<file path="src/rtl/game_timer_ctrl.sv">
// game_timer_ctrl: maze game run timer with pause, BCD elapsed-seconds count
// and best-time record keeping.
//
// Ports
//   ClockIn     in   1   system clock, rising edge
//   nReset      in   1   synchronous, active-low reset
//   start       in   1   pulse: begin a new run with a cleared count
//   pause       in   1   pulse: toggle RUN <-> PAUSED
//   win         in   1   pulse: player reached the exit
//   clear_best  in   1   pulse: erase the stored best time
//   state       out  2   00 IDLE, 01 RUN, 10 PAUSED, 11 DONE
//   running     out  1   high when state is RUN
//   tick        out  1   one-cycle pulse per elapsed second in RUN (combinational)
//   bcd_time    out  24  elapsed seconds, 6 packed BCD digits, digit0 in [3:0]
//   best_time   out  24  lowest completed time, same packing
//   best_valid  out  1   best_time holds a recorded value
//   new_record  out  1   one-cycle pulse after best_time was updated
//   overflow    out  1   sticky: count saturated at 999999
module game_timer_ctrl #(
  parameter int unsigned TICK_DIV = 50000000
) (
  input  logic        ClockIn,
  input  logic        nReset,
  input  logic        start,
  input  logic        pause,
  input  logic        win,
  input  logic        clear_best,
  output logic [1:0]  state,
  output logic        running,
  output logic        tick,
  output logic [23:0] bcd_time,
  output logic [23:0] best_time,
  output logic        best_valid,
  output logic        new_record,
  output logic        overflow
);

  localparam int unsigned DIV_W  = 27;
  localparam int unsigned DIGITS = 6;
  localparam int unsigned TIME_W = 4 * DIGITS;
  localparam logic [DIV_W-1:0]  DIV_MAX  = DIV_W'(TICK_DIV - 1);
  localparam logic [TIME_W-1:0] TIME_MAX = 24'h999999;

  typedef enum logic [1:0] {
    S_IDLE   = 2'b00,
    S_RUN    = 2'b01,
    S_PAUSED = 2'b10,
    S_DONE   = 2'b11
  } state_t;

  state_t            r_state;
  state_t            w_state_next;
  logic [DIV_W-1:0]  r_div;
  logic [TIME_W-1:0] r_bcd_time;
  logic [TIME_W-1:0] r_best_time;
  logic              r_best_valid;
  logic              r_new_record;
  logic              r_overflow;

  logic              w_tick;
  logic              w_win_acc;
  logic              w_at_max;
  logic              w_record;
  logic [TIME_W-1:0] w_bcd_inc;

  // Second boundary: divider at its last count while running.
  assign w_tick    = (r_state == S_RUN) && (r_div == DIV_MAX);
  // win only counts in RUN and only when start is not also present.
  assign w_win_acc = !start && win && (r_state == S_RUN);
  assign w_at_max  = (r_bcd_time == TIME_MAX);
  // Packed BCD orders like the decimal value, so a plain compare suffices.
  assign w_record  = w_win_acc && (!r_best_valid || (r_bcd_time < r_best_time));

  // State register.
  always_ff @(posedge ClockIn) begin
    if (!nReset) begin
      r_state <= S_IDLE;
    end else begin
      r_state <= w_state_next;
    end
  end

  // Next-state logic; start beats win beats pause.
  always_comb begin
    w_state_next = r_state;
    if (start) begin
      w_state_next = S_RUN;
    end else begin
      case (r_state)
        S_RUN: begin
          if (win) begin
            w_state_next = S_DONE;
          end else if (pause) begin
            w_state_next = S_PAUSED;
          end
        end
        S_PAUSED: begin
          if (pause) begin
            w_state_next = S_RUN;
          end
        end
        default: w_state_next = r_state;
      endcase
    end
  end

  // Decimal +1 with ripple carry across the six digits.
  always_comb begin
    logic v_carry;
    w_bcd_inc = r_bcd_time;
    v_carry   = 1'b1;
    for (int i = 0; i < int'(DIGITS); i++) begin
      if (v_carry) begin
        if (r_bcd_time[4*i +: 4] == 4'd9) begin
          w_bcd_inc[4*i +: 4] = 4'd0;
        end else begin
          w_bcd_inc[4*i +: 4] = 4'(r_bcd_time[4*i +: 4] + 4'd1);
          v_carry             = 1'b0;
        end
      end
    end
  end

  // Divider, elapsed count and overflow; divider holds outside RUN.
  always_ff @(posedge ClockIn) begin
    if (!nReset) begin
      r_div      <= '0;
      r_bcd_time <= '0;
      r_overflow <= 1'b0;
    end else if (start) begin
      r_div      <= '0;
      r_bcd_time <= '0;
      r_overflow <= 1'b0;
    end else if (r_state == S_RUN) begin
      r_div <= w_tick ? '0 : DIV_W'(r_div + 1'b1);
      // The winning cycle freezes the pre-tick value.
      if (w_tick && !w_win_acc) begin
        if (w_at_max) begin
          r_overflow <= 1'b1;
        end else begin
          r_bcd_time <= w_bcd_inc;
        end
      end
    end
  end

  // Best-time record; clear_best overrides a coincident record.
  always_ff @(posedge ClockIn) begin
    if (!nReset) begin
      r_best_time  <= '0;
      r_best_valid <= 1'b0;
      r_new_record <= 1'b0;
    end else if (clear_best) begin
      r_best_time  <= '0;
      r_best_valid <= 1'b0;
      r_new_record <= 1'b0;
    end else if (w_record) begin
      r_best_time  <= r_bcd_time;
      r_best_valid <= 1'b1;
      r_new_record <= 1'b1;
    end else begin
      r_new_record <= 1'b0;
    end
  end

  assign state      = r_state;
  assign running    = (r_state == S_RUN);
  assign tick       = w_tick;
  assign bcd_time   = r_bcd_time;
  assign best_time  = r_best_time;
  assign best_valid = r_best_valid;
  assign new_record = r_new_record;
  assign overflow   = r_overflow;

endmodule

</file>
<file path="config.mk">
export PLATFORM = sky130hd
export DESIGN_NAME = game_timer_ctrl
export DESIGN_NICKNAME = d
export VERILOG_FILES = /design/src/rtl/game_timer_ctrl.sv
export SDC_FILE = /design/constraint.sdc
export NUM_CORES = 1
export LEC_CHECK = 0
export CORE_MARGIN = 4
export CORE_UTILIZATION = 45
export CTS_CLUSTER_DIAMETER = 120
export CTS_CLUSTER_SIZE = 20
export DETAILED_ROUTE_END_ITERATION = 10
export GPL_ROUTABILITY_DRIVEN = 1
export GPL_TIMING_DRIVEN = 0
export PLACE_DENSITY = 0.74
export REMOVE_ABC_BUFFERS = 1
export SYNTH_ARGS = -nofsm -noshare
export SYNTH_HDL_FRONTEND = slang
export SYNTH_SLANG_ARGS = --single-unit
export TNS_END_PERCENT = 30
</file>
<file path="constraint.sdc">
create_clock -name ClockIn -period 2.5 [get_ports ClockIn]
set_input_delay 0.5 -clock ClockIn [delete_from_list [all_inputs] [get_ports ClockIn]]
set_output_delay 0.5 -clock ClockIn [all_outputs]
set_load 0.005 [all_outputs]
</file>
==> impl_metrics.json <==
{
  "drtIter0Drc": 137,
  "synth.top_cells.by_count": "dfxtp_1 (80), nand3_1 (43), nor2_1 (42)",
  "cp_num_cells": 6,
  "cp-start-kind": "flop",
  "crit_required_ps": 2000,
  "maxCapViolCount": 0,
  "cts_root_buffer": "clkbuf_8",
  "io_pins": 61,
  "fin_util_pct": 58.7,
  "rows": 35,
  "setup_violations": 0,
  "intPower_mw": 1.92,
  "n_antenna_cell": 0,
  "switching_power_mw": 0.527,
  "drt-vias-per-instance": 5.62,
  "cts_tree": "done",
  "grt_max_degree": 27,
  "swShare_pct": 21.6,
  "holdCritPathClass": "reg -> reg",
  "yosysTopAreaCell": "dfxtp_1",
  "synth_cells": 514,
  "yosysMostFrequentCell": "dfxtp_1",
  "r2r_cells": 6,
  "power.share.clock_pct": 44.4,
  "cts_buffers": 9,
  "port_buffers": 60,
  "dp_slack_ps": -770,
  "max_slew_margin_pct": 27.2,
  "fin_skew_ps": 10.7,
  "die_y_um": 106,
  "clkLatencyLatePin_ps": 360,
  "grt_pass1_vias": 3883,
  "hold_buffers": 0,
  "yosys_warnings": 0,
  "worst_pin_slew_ps": 1090,
  "crit_buf_inv": 2,
  "synth_edf_count": 0,
  "max-clock-path-buffers": 2,
  "area_delta_synth_final_pct": 26.6,
  "fp.dieArea_um2": 11200,
  "cp_top_family": "buffers and inverters",
  "fin_crit_ps": 2420,
  "status": "complete, no violations",
  "cts.sinks": 80,
  "start_util_pct": 46.4,
  "p_total_mw": 2.45,
  "hold_path_depth": 2,
  "synth_top_area_share_pct": 37.4,
  "gr-total-overflow": 0,
  "finalCritPeriodShare_pct": 96.6,
  "crit_type": "reg -> out",
  "firstDrtPassIters": 6,
  "routed_wirelength_um": 11100,
  "place_hpwl_um": 7260,
  "synthFlopType": "dfxtp_1",
  "final_nets": 605,
  "coreArea_um2": 9240,
  "vias": 3981,
  "critPathCaptureType": "primary output",
  "yosys-top-cells-area": "dfxtp_1 (37%), ha_1 (7.0%), nand3_1 (5.0%)",
  "synth_seq_cells": 80,
  "grt.total_usage_pct": 19.9,
  "fmax_mhz": 414,
  "synth_cell_types": 60,
  "grt_pass1_wl_um": 18300,
  "antenna_found_initial": 0,
  "tns_ps": 0,
  "yosysSeqAreaShare_pct": 37.4,
  "power_density_nw_per_um2": 451,
  "crit_path_max_fanout": 4,
  "power_frac_seq_pct": 52.3,
  "drc": 0,
  "syn-cell-area_um2": 4290,
  "cts_max_level": 3,
  "avgSynthCellArea_um2": 8.34,
  "p_leak_nw": 1.86,
  "worst_ep_arrival_time_ps": 1920,
  "drive_gt1_share_pct": 10.5,
  "slew_violations": 0,
  "power.share.combinational_pct": 3.3,
  "hold_violations": 0,
  "slowest_stage": "clkdlybuf4s50_1",
  "fin_ws_ps": 84.4,
  "crit_chain": "ha_1 -> nand3b_1 -> nor3_2 -> nand3_2 -> inv_2 -> clkdlybuf4s50_1",
  "max_stage_delay_ps": 500,
  "die_width_um": 106,
  "gp_congestion": 0.824,
  "wire_per_inst_um": 15.7,
  "synth-async-reset-ratio_pct": 0,
  "ant_nets": 0,
  "clk_pin_slew_ps": 80,
  "peakVddDrop_v": 0.000203
}
[power groups by stage]
stage,logic [mW],registers [mW],clock network [mW]
after floorplan,0.0365,1.31,0
after global placement,0.0691,1.31,0
after detailed placement,0.0728,1.31,0
after CTS,0.0772,1.28,1.09
after global routing,0.0871,1.28,1.14
final,0.0814,1.28,1.09
[cell families after synthesis]
family | after synthesis | synth area share (%)
simple gates | 209 | 26.9
compound gates | 109 | 16.1
flops | 80 | 37.4
buf+inv | 57 | 5.22
xor+xnor | 28 | 5.72
fa+ha+maj | 24 | 7.00
mux | 7 | 1.66
[metal layers]
metal | track usage (%) | up-vias | part of all wire, %
met5 | 0 | - | 0
met4 | 9.25 | 0 | 2.3
met3 | 3.49 | 22 | 5.1
met2 | 33.0 | 109 | 48
met1 | 25.0 | 1913 | 45
li1 | - | 1937 | -
[path summary, 6_finish.rpt]
| check | from | end | slack (ps) |
|---|---|---|---|
| max | r_div[0] | tick | 80 |
| min | r_div[1] | r_div[1] | 480 |
| min reg2reg | r_div[1] | r_div[1] | 480 |
| max reg2reg | bcd_time[11] | bcd_time[2] | 140 |
[metrics by stage]
step	cell area, µm²	hold slack [ps]	instances
3_5_place_dp	4990	462	683
4_1_cts	5300	483	700
2_1_floorplan	4200	444	492
5_1_grt	5430	490	708
6_report	5430	479	708
3_3_place_gp	4960	453	681
[cell type report]
cell class	instances	area [µm²]
inverter	35	131
sequential	80	1620
clock buffer	12	155
multi-input combinational	378	2590
fill	832	3810
tap	129	161
timing repair buffer	71	711
clock inverter	3	65.1
[repair_timing]
action | 4_1_cts | 5_1_grt
setup endpoints to repair | 59 | 41
hold endpoints to repair | 0 | 0
gates cloned | 1 | 0
pin swaps | 3 | 9
gates resized for setup | 11 | 22
buffers inserted | 1 | 8
[flip-flops by register name, indices dropped and copies added, names as in the netlist]
| name | flops |
|---|---|
| r_div | 27 |
| bcd_time | 24 |
| best_time | 24 |
| state | 2 |
| best_valid | 1 |
| new_record | 1 |
| overflow | 1 |
[cells in the final DEF, fill, tap and decap left out, drive strengths merged, types with 2 or more instances in the layout]
master / instances
nand4: 11
nand4b: 6
o21ai: 36
nor4: 4
nand2b: 6
bufinv: 2
a31oi: 5
clkbuf: 12
and3: 14
nand3: 44
nand2: 35
nor3: 3
nor2: 42
buf: 11
dfxtp: 80
a21oi: 23
inv: 35
mux2i: 6
ha: 24
or3: 8
xor2: 18
nor4bb: 5
a21o: 2
nand3b: 5
xnor2: 10
a21boi: 26
and2: 4
and4: 2
clkdlybuf4s50: 60
nor2b: 11
a31o: 4
nor3b: 5
[tightest hold or removal path, cell delays in order (launching register included)]
cell and delay (ps):
dfxtp_2 330, nand2_1 50, a21oi_1 50
(Power assumes the default switching activity.)
